--- config.mk ---
export PLATFORM = sky130hd
export DESIGN_NAME = fifo_drain_scheduler
export DESIGN_NICKNAME = d
export VERILOG_FILES = /design/src/rtl/fifo_drain_pkg.sv /design/src/rtl/fifo_drain_skid.sv /design/src/rtl/fifo_drain_scheduler.sv
export SDC_FILE = /design/constraint.sdc
export NUM_CORES = 1
export LEC_CHECK = 0
export ABC_AREA = 1
export BUFFER_PORTS_ARGS = -buffer_cell sky130_fd_sc_hd__buf_4
export CORE_MARGIN = 8
export CORE_UTILIZATION = 35
export CTS_BUF_LIST = sky130_fd_sc_hd__clkbuf_4
export DETAILED_ROUTE_END_ITERATION = 10
export GPL_TIMING_DRIVEN = 0
export PLACE_DENSITY_LB_ADDON = 0.1
export SKIP_LAST_GASP = 1
export SYNTH_ARGS = -nofsm -noshare
export SYNTH_HDL_FRONTEND = slang
export SYNTH_SLANG_ARGS = --single-unit
--- constraint.sdc ---
create_clock -name clk -period 1.9 [get_ports clk]
set_input_delay 0.095 -clock clk [delete_from_list [all_inputs] [get_ports clk]]
set_output_delay 0.095 -clock clk [all_outputs]
set_load 0.02 [all_outputs]
--- src/rtl/fifo_drain_pkg.sv ---
// Shared definitions for the FIFO drain scheduler: FSM state encoding and skid depth.
package fifo_drain_pkg;

  typedef logic [1:0] state_t;

  localparam state_t ST_IDLE  = 2'd0;
  localparam state_t ST_BURST = 2'd1;
  localparam state_t ST_DRAIN = 2'd2;
  localparam state_t ST_FLUSH = 2'd3;

  localparam int SKID_DEPTH = 2;

endpackage

--- src/rtl/fifo_drain_skid.sv ---
// Two-entry {data,last} skid between the FIFO read port and the tx stream; zero-latency head, sync clear.
// Upstream must never push when full; the scheduler's issue gate accounts for the word in flight.
module fifo_drain_skid
  import fifo_drain_pkg::*;
#(
  parameter int DATA_WIDTH = 16
) (
  input  logic                  clk,
  input  logic                  reset_n,
  input  logic                  clear,
  input  logic                  push,
  input  logic [DATA_WIDTH-1:0] push_data,
  input  logic                  push_last,
  input  logic                  pop,
  output logic [1:0]            occ,
  output logic [DATA_WIDTH-1:0] head_data,
  output logic                  head_last
);

  logic [DATA_WIDTH:0] mem_q [SKID_DEPTH];
  logic                wr_ptr_q, wr_ptr_d;
  logic                rd_ptr_q, rd_ptr_d;
  logic [1:0]          occ_q, occ_d;
  logic                do_pop;

  assign do_pop = pop & (occ_q != 2'd0);

  always_comb begin
    wr_ptr_d = wr_ptr_q;
    rd_ptr_d = rd_ptr_q;
    occ_d    = occ_q;
    if (clear) begin
      wr_ptr_d = 1'b0;
      rd_ptr_d = 1'b0;
      occ_d    = 2'd0;
    end else begin
      if (push)   wr_ptr_d = ~wr_ptr_q;
      if (do_pop) rd_ptr_d = ~rd_ptr_q;
      occ_d = occ_q + {1'b0, push} - {1'b0, do_pop};
    end
  end

  always_ff @(posedge clk or negedge reset_n) begin
    if (!reset_n) begin
      wr_ptr_q <= 1'b0;
      rd_ptr_q <= 1'b0;
      occ_q    <= 2'd0;
      for (int i = 0; i < SKID_DEPTH; i++) mem_q[i] <= '0;
    end else begin
      wr_ptr_q <= wr_ptr_d;
      rd_ptr_q <= rd_ptr_d;
      occ_q    <= occ_d;
      if (push && !clear) mem_q[wr_ptr_q] <= {push_last, push_data};
    end
  end

  assign occ                    = occ_q;
  assign {head_last, head_data} = mem_q[rd_ptr_q];

endmodule

--- src/rtl/fifo_drain_scheduler.sv ---
// Drains the sync FIFO into the host tx stream as framed bursts; FIFO read to tx_valid is 2 cycles, tx_ready stalls reads.
// Define FIFO_DRAIN_TIMEOUT_EN to add the idle timeout that launches partial bursts of sub-threshold data.
module fifo_drain_scheduler
  import fifo_drain_pkg::*;
#(
  parameter int DATA_WIDTH = 16,
  parameter int BURST_LEN  = 4,
  parameter int TIMEOUT    = 255,
  parameter int TO_WIDTH   = 8,
  parameter int CNT_WIDTH  = 16
) (
  input  logic                  clk,
  input  logic                  reset_n,
  input  logic                  enable,
  input  logic                  flush_req,
  input  logic                  fifo_empty,
  input  logic                  fifo_aempty,
  input  logic [DATA_WIDTH-1:0] fifo_rdata,
  input  logic                  fifo_rdata_valid,
  output logic                  fifo_read_req,
  output logic                  fifo_flush,
  output logic [DATA_WIDTH-1:0] tx_data,
  output logic                  tx_valid,
  output logic                  tx_last,
  input  logic                  tx_ready,
  output logic                  busy,
  output logic [CNT_WIDTH-1:0]  burst_count
);

  localparam int            IW      = $clog2(BURST_LEN + 1);
  localparam logic [IW-1:0] BL_FULL = IW'(BURST_LEN);
  localparam logic [IW-1:0] BL_LAST = IW'(BURST_LEN - 1);

  if (BURST_LEN < 1) begin : g_bl_chk
    $error("fifo_drain_scheduler: BURST_LEN must be at least 1");
  end
  if (TIMEOUT < 0 || TIMEOUT >= 2 ** TO_WIDTH) begin : g_to_chk
    $error("fifo_drain_scheduler: TIMEOUT must fit in TO_WIDTH bits");
  end

  state_t                 state_q, state_d;
  logic [IW-1:0]          issued_q, issued_d;
  logic                   inflight_q;
  logic                   partial_q, partial_d;
  logic [CNT_WIDTH-1:0]   burst_count_q;

  logic [1:0]             skid_occ;
  logic [DATA_WIDTH-1:0]  skid_data;
  logic                   skid_last;
  logic                   skid_clear;
  logic                   can_issue;
  logic                   arrive;
  logic                   arrive_last;
  logic                   tx_fire;
  logic                   partial_start;

  // Issue gate counts the in-flight word so the 2-entry skid can never overflow.
  assign can_issue = (state_q == ST_BURST) & ~flush_req & ~fifo_empty & (issued_q < BL_FULL)
                   & (({1'b0, skid_occ} + {2'b00, inflight_q}) < 3'(SKID_DEPTH));

  assign skid_clear  = flush_req | (state_q == ST_FLUSH);
  assign arrive      = fifo_rdata_valid & ~skid_clear;
  assign arrive_last = (issued_q == BL_FULL) | (partial_q & fifo_empty);

  assign tx_valid    = (skid_occ != 2'd0);
  assign tx_last     = tx_valid & skid_last;
  assign tx_data     = skid_data;
  assign tx_fire     = tx_valid & tx_ready;
  assign burst_count = burst_count_q;

`ifdef FIFO_DRAIN_TIMEOUT_EN
  logic [TO_WIDTH-1:0] to_q, to_d;
  logic                to_run;

  assign to_run        = (state_q == ST_IDLE) & enable & ~fifo_empty & fifo_aempty;
  assign partial_start = to_run & (to_q == TO_WIDTH'(TIMEOUT));

  always_comb begin
    to_d = '0;
    if (to_run && !partial_start) to_d = to_q + 1'b1;
  end

  always_ff @(posedge clk or negedge reset_n) begin
    if (!reset_n) to_q <= '0;
    else          to_q <= to_d;
  end
`else
  assign partial_start = 1'b0;
`endif

  always_ff @(posedge clk or negedge reset_n) begin
    if (!reset_n) state_q <= ST_IDLE;
    else          state_q <= state_d;
  end

  always_comb begin
    state_d   = state_q;
    partial_d = partial_q;
    if (flush_req) begin
      state_d = ST_FLUSH;
    end else begin
      case (state_q)
        ST_IDLE: begin
          if (enable && !fifo_aempty) begin
            state_d   = ST_BURST;
            partial_d = 1'b0;
          end else if (partial_start) begin
            state_d   = ST_BURST;
            partial_d = 1'b1;
          end
        end
        ST_BURST: begin
          // A partial burst ends on the word that empties the FIFO.
          if (can_issue && issued_q == BL_LAST)            state_d = ST_DRAIN;
          else if (partial_q && arrive && fifo_empty)      state_d = ST_DRAIN;
        end
        ST_DRAIN: if (skid_occ == 2'd0 && !inflight_q)    state_d = ST_IDLE;
        ST_FLUSH: state_d = ST_IDLE;
        default:  state_d = ST_IDLE;
      endcase
    end
  end

  always_comb begin
    fifo_read_req = can_issue;
    fifo_flush    = (state_q == ST_FLUSH);
    busy          = (state_q != ST_IDLE);
  end

  always_comb begin
    issued_d = issued_q + IW'(can_issue);
    if (state_q == ST_IDLE) issued_d = '0;
  end

  always_ff @(posedge clk or negedge reset_n) begin
    if (!reset_n) begin
      issued_q      <= '0;
      inflight_q    <= 1'b0;
      partial_q     <= 1'b0;
      burst_count_q <= '0;
    end else begin
      issued_q   <= issued_d;
      inflight_q <= can_issue;
      partial_q  <= partial_d;
      if (tx_fire && skid_last) burst_count_q <= burst_count_q + 1'b1;
    end
  end

  fifo_drain_skid #(
    .DATA_WIDTH (DATA_WIDTH)
  ) u_skid (
    .clk       (clk),
    .reset_n   (reset_n),
    .clear     (skid_clear),
    .push      (arrive),
    .push_data (fifo_rdata),
    .push_last (arrive_last),
    .pop       (tx_fire),
    .occ       (skid_occ),
    .head_data (skid_data),
    .head_last (skid_last)
  );

endmodule

Yosys cells after proc, flatten, opt, wreduce, memory -nomap -nowiden:

Cells that the tools add are included.

* register bits: 60
* bits of input ports: 24
* output and inout bits: 37
* word-level logic and storage cells: 76

* mux-type cells: 17
* reductions and logical operators: 16
* add/sub/neg operators: 5
* $lt $le $gt $ge: 5
* equal/unequal tests: 8
* bitwise logic cells: 16

Operators with widths (count)
* $mux 17: 4
* $bwmux 34: 1
* $demux 17 s1: 1
* $add 16x1->16 const B: 1
* $mux 2: 5
* $and 1x1->1: 8
* $pmux 2 s4: 1
* $reduce_bool 2->1: 4
* $logic_and 1x1->1: 6
* $ne 3x3->1 const B: 2
* $not 1->1: 5
* $eq 2x2->1 const B: 2
* $ge 2x2->1 const B: 2
* $logic_not 2->1: 2
* $mux 1: 4
* $not 1->2: 2
* $add 2x1->3: 1
* $add 3x1->3: 1
* $eq 3x2->1 const B: 1
* $eq 3x3->1 const B: 1
* $logic_not 1->1: 3
* $lt 3x2->1 const B: 1
* $lt 3x3->1 const B: 1
* $mux 3: 1
* other kinds (7): 7

Logic depth before layout (Yosys ltp):

* depth after elaboration: 9
* mapped depth: 9
* gate-level depth less buffers: 9

By module:

A second synthesis with hierarchy kept.

* cell total of the unflattened synthesis: 377
* area total of the unflattened synthesis: 3146.8 um2

By module, submodules not included
* fifo_drain_skid: seq. area each 950.9 um2, instances 1, area each 1876.8 um2, cells each 210
* fifo_drain_scheduler: seq. area each 550.5 um2, instances 1, area each 1270.0 um2, cells each 167

Worst setup path after synthesis:

No wires, ideal clock.

* path type: flip-flop to flip-flop
* start: register u_skid.occ_q[1], in the netlist u_skid.occ[1]
* end: register issued_q[2]
* arrival time: 1.909 ns
* cell stages (with the launch flop): 8
* clock period less this slack: 2.036 ns
* path slack: -0.136 ns
* setup time: 0.127 ns
* data required time: 1.773 ns
* path buffers: 0
* cells stage by stage: dfrtp_1 > inv_1 > nand4_1 > nor4_1 > ha_1 > ha_1 > xnor2_1 > nor2_1

* cells in the longest elaborated chain, start to end: 5

Ends and longest elaborated chain
* start: declaration: line fifo_drain_skid.sv:23 `logic [1:0] occ_q, occ_d;`
* start signal: assignment: line fifo_drain_skid.sv:47 `occ_q <= 2'd0;`
* start signal: assignment: line fifo_drain_skid.sv:52 `occ_q <= occ_d;`
* $add 2x1->3: line fifo_drain_scheduler.sv:59 `& (({1'b0, skid_occ} + {2'b00, inflight_q}) < 3'(SKID_DEPTH));`
* $lt 3x2->1: line fifo_drain_scheduler.sv:59
* $and 1x1->1: line fifo_drain_scheduler.sv:59
* via fifo_read_req: line fifo_drain_scheduler.sv:20 `output logic fifo_read_req,`
* $add 3x1->3: line fifo_drain_scheduler.sv:131 `issued_d = issued_q + IW'(can_issue);`
* $mux 3: line fifo_drain_scheduler.sv:132 `if (state_q == ST_IDLE) issued_d = '0;`
* via issued_d[2]: line fifo_drain_scheduler.sv:42 `logic [IW-1:0] issued_q, issued_d;`
* end signal: assignment: line fifo_drain_scheduler.sv:142 `issued_q <= issued_d;`
* end: declaration: line fifo_drain_scheduler.sv:42

The timed path passes the listed nets, and every way through them passes these cells.
A chain may end at the register's enable or synchronous reset.

Final worst setup path:

* start: register u_skid.occ_q[1], in the netlist u_skid.occ[1]
* end: output fifo_read_req

* cells in the longest elaborated chain, start to end: 3

Ends and longest elaborated chain (line)
* $add 2x1->3: fifo_drain_scheduler.sv:59
* $lt 3x2->1: fifo_drain_scheduler.sv:59
* $and 1x1->1: fifo_drain_scheduler.sv:59
* end: declaration: fifo_drain_scheduler.sv:20

Every way passes these cells.

==> impl_metrics.json <==
{
  "run_status": "finished clean",
  "clock_latency_ns": 0.39,
  "netlist_top_cells_area": "sky130_fd_sc_hd__dfrtp_1, sky130_fd_sc_hd__nand2_1, sky130_fd_sc_hd__inv_1, sky130_fd_sc_hd__o21ai_1, sky130_fd_sc_hd__nor2_1",
  "numPortBuffers": 60,
  "route.detailed.wl_per_inst_um": 12.4,
  "power.density_cell_area_nw_per_um2": 1170,
  "post_synth.cell_area_avg_um2": 8.06,
  "place_congestion": 0.754,
  "worstSetupStartpointType": "flop",
  "slowest_stage": "sky130_fd_sc_hd__dfrtp_1",
  "dominantRegCellSynth": "sky130_fd_sc_hd__dfrtp_1",
  "grt_max_degree": 61,
  "critPathRequiredTime_ns": 1.80,
  "cts_max_level": 3,
  "max_cap_viol_count": 0,
  "avgViaCountPerCell": 4.48,
  "reg2reg_slack_ns": 0.26,
  "io-pin-count": 61,
  "die-area_um2": 11800,
  "critical_path_peak_fanout": 3,
  "numCtsBuffers": 9,
  "synth_most_common_cell": "sky130_fd_sc_hd__nand2_1",
  "post-route-min-period_ns": 1.68,
  "post-route-worst-setup-slack_ns": 0.224,
  "final-hold-violation-count": 0,
  "leakagePower_nw": 2.11,
  "drv_slew": 0,
  "finalSetupViolCount": 0,
  "cts_root_buffer": "sky130_fd_sc_hd__clkbuf_4",
  "vdd_ir_drop_max_mv": 0.594,
  "grt_setup_unrepaired": "false",
  "seq_area_frac_synth": 0.502,
  "dieWidth_um": 108,
  "first_global_vias": 2570,
  "syn2layout_area_growth_pct": 29.9,
  "cp.arrival_ns": 1.58,
  "dieHeight_um": 108,
  "residual_overflow_from_global_routing": 0,
  "timing.slew.headroom": 0.479,
  "timing_worst_slew_pin_value_ns": 0.781,
  "r2r_cells": 7,
  "postRouteAntennaNets": 0,
  "min_period_over_period": 0.882,
  "synth_area_um2": 2990,
  "yosys_warnings": 0,
  "synth_edf_count": 0,
  "row_count": 33,
  "placement.setup.worst_slack_ns": 0.272,
  "total_clock_sinks": 60,
  "synth_seq_cells": 60,
  "clk_pin_slew_ns": 0.09,
  "clockBufferDepth": 2,
  "synthDominantCellAreaShare": 0.502,
  "final_nets": 488,
  "whs_path_depth": 4,
  "grt_first_pass_wirelength_um": 11900,
  "drt_drc_violations_left": 0,
  "crit_chain": "inv_1 > nand4_1 > nor4_2 > buf_4",
  "synthesis.instances": 371,
  "synth.cells.most_frequent": "sky130_fd_sc_hd__nand2_1, sky130_fd_sc_hd__dfrtp_1, sky130_fd_sc_hd__inv_1, sky130_fd_sc_hd__o21ai_1, sky130_fd_sc_hd__nor2_1",
  "tns_ns": 0,
  "initial_standard_cell_utilization_of_the_core": 0.362,
  "min-delay-path-class": "in -> reg",
  "yosys.cell_types.count": 27,
  "grt_use_total": 0.127,
  "async_reset_ff_frac": 1.00,
  "worst_setup_end_kind": "output pin",
  "diodes": 0,
  "final_layout_size_suffix_gt1_frac": 0.212,
  "synth_top_area_cell": "sky130_fd_sc_hd__dfrtp_1",
  "coreArea_um2": 8260,
  "detail_route.wirelength_um": 7020,
  "drt_iter0_markers": 77,
  "hpwlAfterDp_um": 5040,
  "timing.critical_path.slowest_cell_delay_ns": 0.42,
  "first_pass_iters": 4,
  "postSynthNetCount": 400,
  "antenna_found_initial": 0,
  "timing.clock.skew_ns": 0.0109,
  "worst-setup-path-type": "reg -> out",
  "tritoncts_clock_tree": "built",
  "timing.fmax_mhz": 597,
  "route.vias.total": 2546,
  "cts.repair.resized": 0
}
==> through the flow <==
step / hold WS [ns] / cell area, µm² / power (mW) / std cells / util
after floorplan: -0.201 / 3000 / 3.03 / 371 / -
after global placement: 0.238 / 3580 / 3.67 / 536 / 0.433
after detailed placement: 0.235 / 3580 / 3.70 / 536 / 0.433
after CTS: 0.0218 / 3890 / 4.61 / 569 / 0.471
after global routing: 0.0299 / 3880 / 4.88 / 568 / 0.470
final: 0.0567 / 3880 / 4.53 / 568 / 0.470
==> worst paths after layout <==
path                                                   from                           to
worst max register to register      u_skid.occ[1]$_DFF_PN0_        issued_q[2]$_DFF_PN0_
worst min-delay path                            fifo_aempty       state_q[0]$_DFFE_PN0P_
worst max-delay path                u_skid.occ[1]$_DFF_PN0_                fifo_read_req
worst min register to register  u_skid.mem_q[7]$_DFFE_PN0P_  u_skid.mem_q[7]$_DFFE_PN0P_
max in group asynchronous                           reset_n   burst_count[6]$_DFFE_PN0P_
min in group asynchronous                           reset_n  burst_count[12]$_DFFE_PN0P_
==> repair_timing <==
action / CTS / global route
setup buffers: 0 / 0
hold buffers: 18 / 0
endpoints found under the hold margin: 94 / 0
endpoints found under the setup margin: 0 / 10
==> where the power goes <==
group,total (mW),internal (mW),switching (mW)
registers,1.94,1.69,0.249
clock network,0.869,0.434,0.435
logic,1.72,0.730,0.993
total,4.53,2.86,1.68
==> layout make-up <==
cell class / instances / area [µm²]
inverters: 47 / 181
clock buffers: 12 / 90.1
repair buffers: 78 / 631
flip-flops and latches: 60 / 1500
fillers: 870 / 4370
multi-input cells: 255 / 1230
clock inverters: 3 / 38.8
plain buffers: 8 / 77.6
well taps: 105 / 131
==> state kept, by name, indices dropped and copies added, names as in the netlist <==
register	flops
u_skid.rd_ptr_q	1
state_q	2
u_skid.mem_q	34
u_skid.occ	2
inflight_q	1
burst_count	16
issued_q	3
u_skid.wr_ptr_q	1
==> cells in the final DEF (no fill, tap or decap) <==
| cell | count |
|---|---|
| sky130_fd_sc_hd__nor2_1 | 22 |
| sky130_fd_sc_hd__nand4_1 | 7 |
| sky130_fd_sc_hd__nor2_4 | 2 |
| sky130_fd_sc_hd__a21oi_1 | 1 |
| sky130_fd_sc_hd__nand2_4 | 5 |
| sky130_fd_sc_hd__o211ai_1 | 1 |
| sky130_fd_sc_hd__inv_1 | 44 |
| sky130_fd_sc_hd__nor4_2 | 1 |
| sky130_fd_sc_hd__o21ai_0 | 5 |
| sky130_fd_sc_hd__nor2_2 | 2 |
| sky130_fd_sc_hd__nand3_1 | 11 |
| sky130_fd_sc_hd__buf_4 | 60 |
| sky130_fd_sc_hd__xnor2_1 | 5 |
| sky130_fd_sc_hd__xor2_1 | 5 |
| sky130_fd_sc_hd__ha_1 | 5 |
| sky130_fd_sc_hd__nand2_1 | 143 |
| sky130_fd_sc_hd__a21oi_2 | 1 |
| sky130_fd_sc_hd__o21ai_1 | 33 |
| sky130_fd_sc_hd__clkinv_1 | 1 |
| sky130_fd_sc_hd__buf_2 | 2 |
| sky130_fd_sc_hd__clkbuf_4 | 12 |
| sky130_fd_sc_hd__buf_6 | 6 |
| sky130_fd_sc_hd__dfrtp_1 | 60 |
| sky130_fd_sc_hd__nor2_8 | 1 |
| sky130_fd_sc_hd__inv_2 | 2 |
| sky130_fd_sc_hd__inv_6 | 1 |
| sky130_fd_sc_hd__nand3b_1 | 1 |
| sky130_fd_sc_hd__bufinv_16 | 1 |
| sky130_fd_sc_hd__dlygate4sd3_1 | 18 |
| sky130_fd_sc_hd__nor3_1 | 3 |
| sky130_fd_sc_hd__nand2_2 | 1 |
| sky130_fd_sc_hd__clkinv_2 | 1 |
==> cells by family (layout without fill, tap and decap cells) <==
logic type / after synthesis / in the layout / share of synthesized area
AND/OR/NAND/NOR: 199 / 199 / 0.289
flip-flops: 60 / 60 / 0.502
buffers and inverters: 56 / 148 / 0.0879
AO/OA/AOI/OAI: 41 / 41 / 0.0707
XOR/XNOR: 10 / 10 / 0.0293
adder cells (fa/ha/maj): 5 / 5 / 0.0209
==> layer usage <==
layer | up-vias | GRT usage | part of all wire
met5 | - | 0 | 0
met4 | 0 | 0.0323 | 0.0087
met3 | 6 | 0.0488 | 0.057
met2 | 45 | 0.217 | 0.48
met1 | 1162 | 0.145 | 0.45
li1 | 1333 | - | -
==> worst max-delay path: cells and delay by family, from the launching register on <==
| kind | cells | cell delay [ns] |
|---|---|---|
| flip-flops | 1 | 0.42 |
| buffers and inverters | 2 | 0.31 |
| AND/OR/NAND/NOR | 2 | 0.47 |
Power figures use the tool's default switching activity.
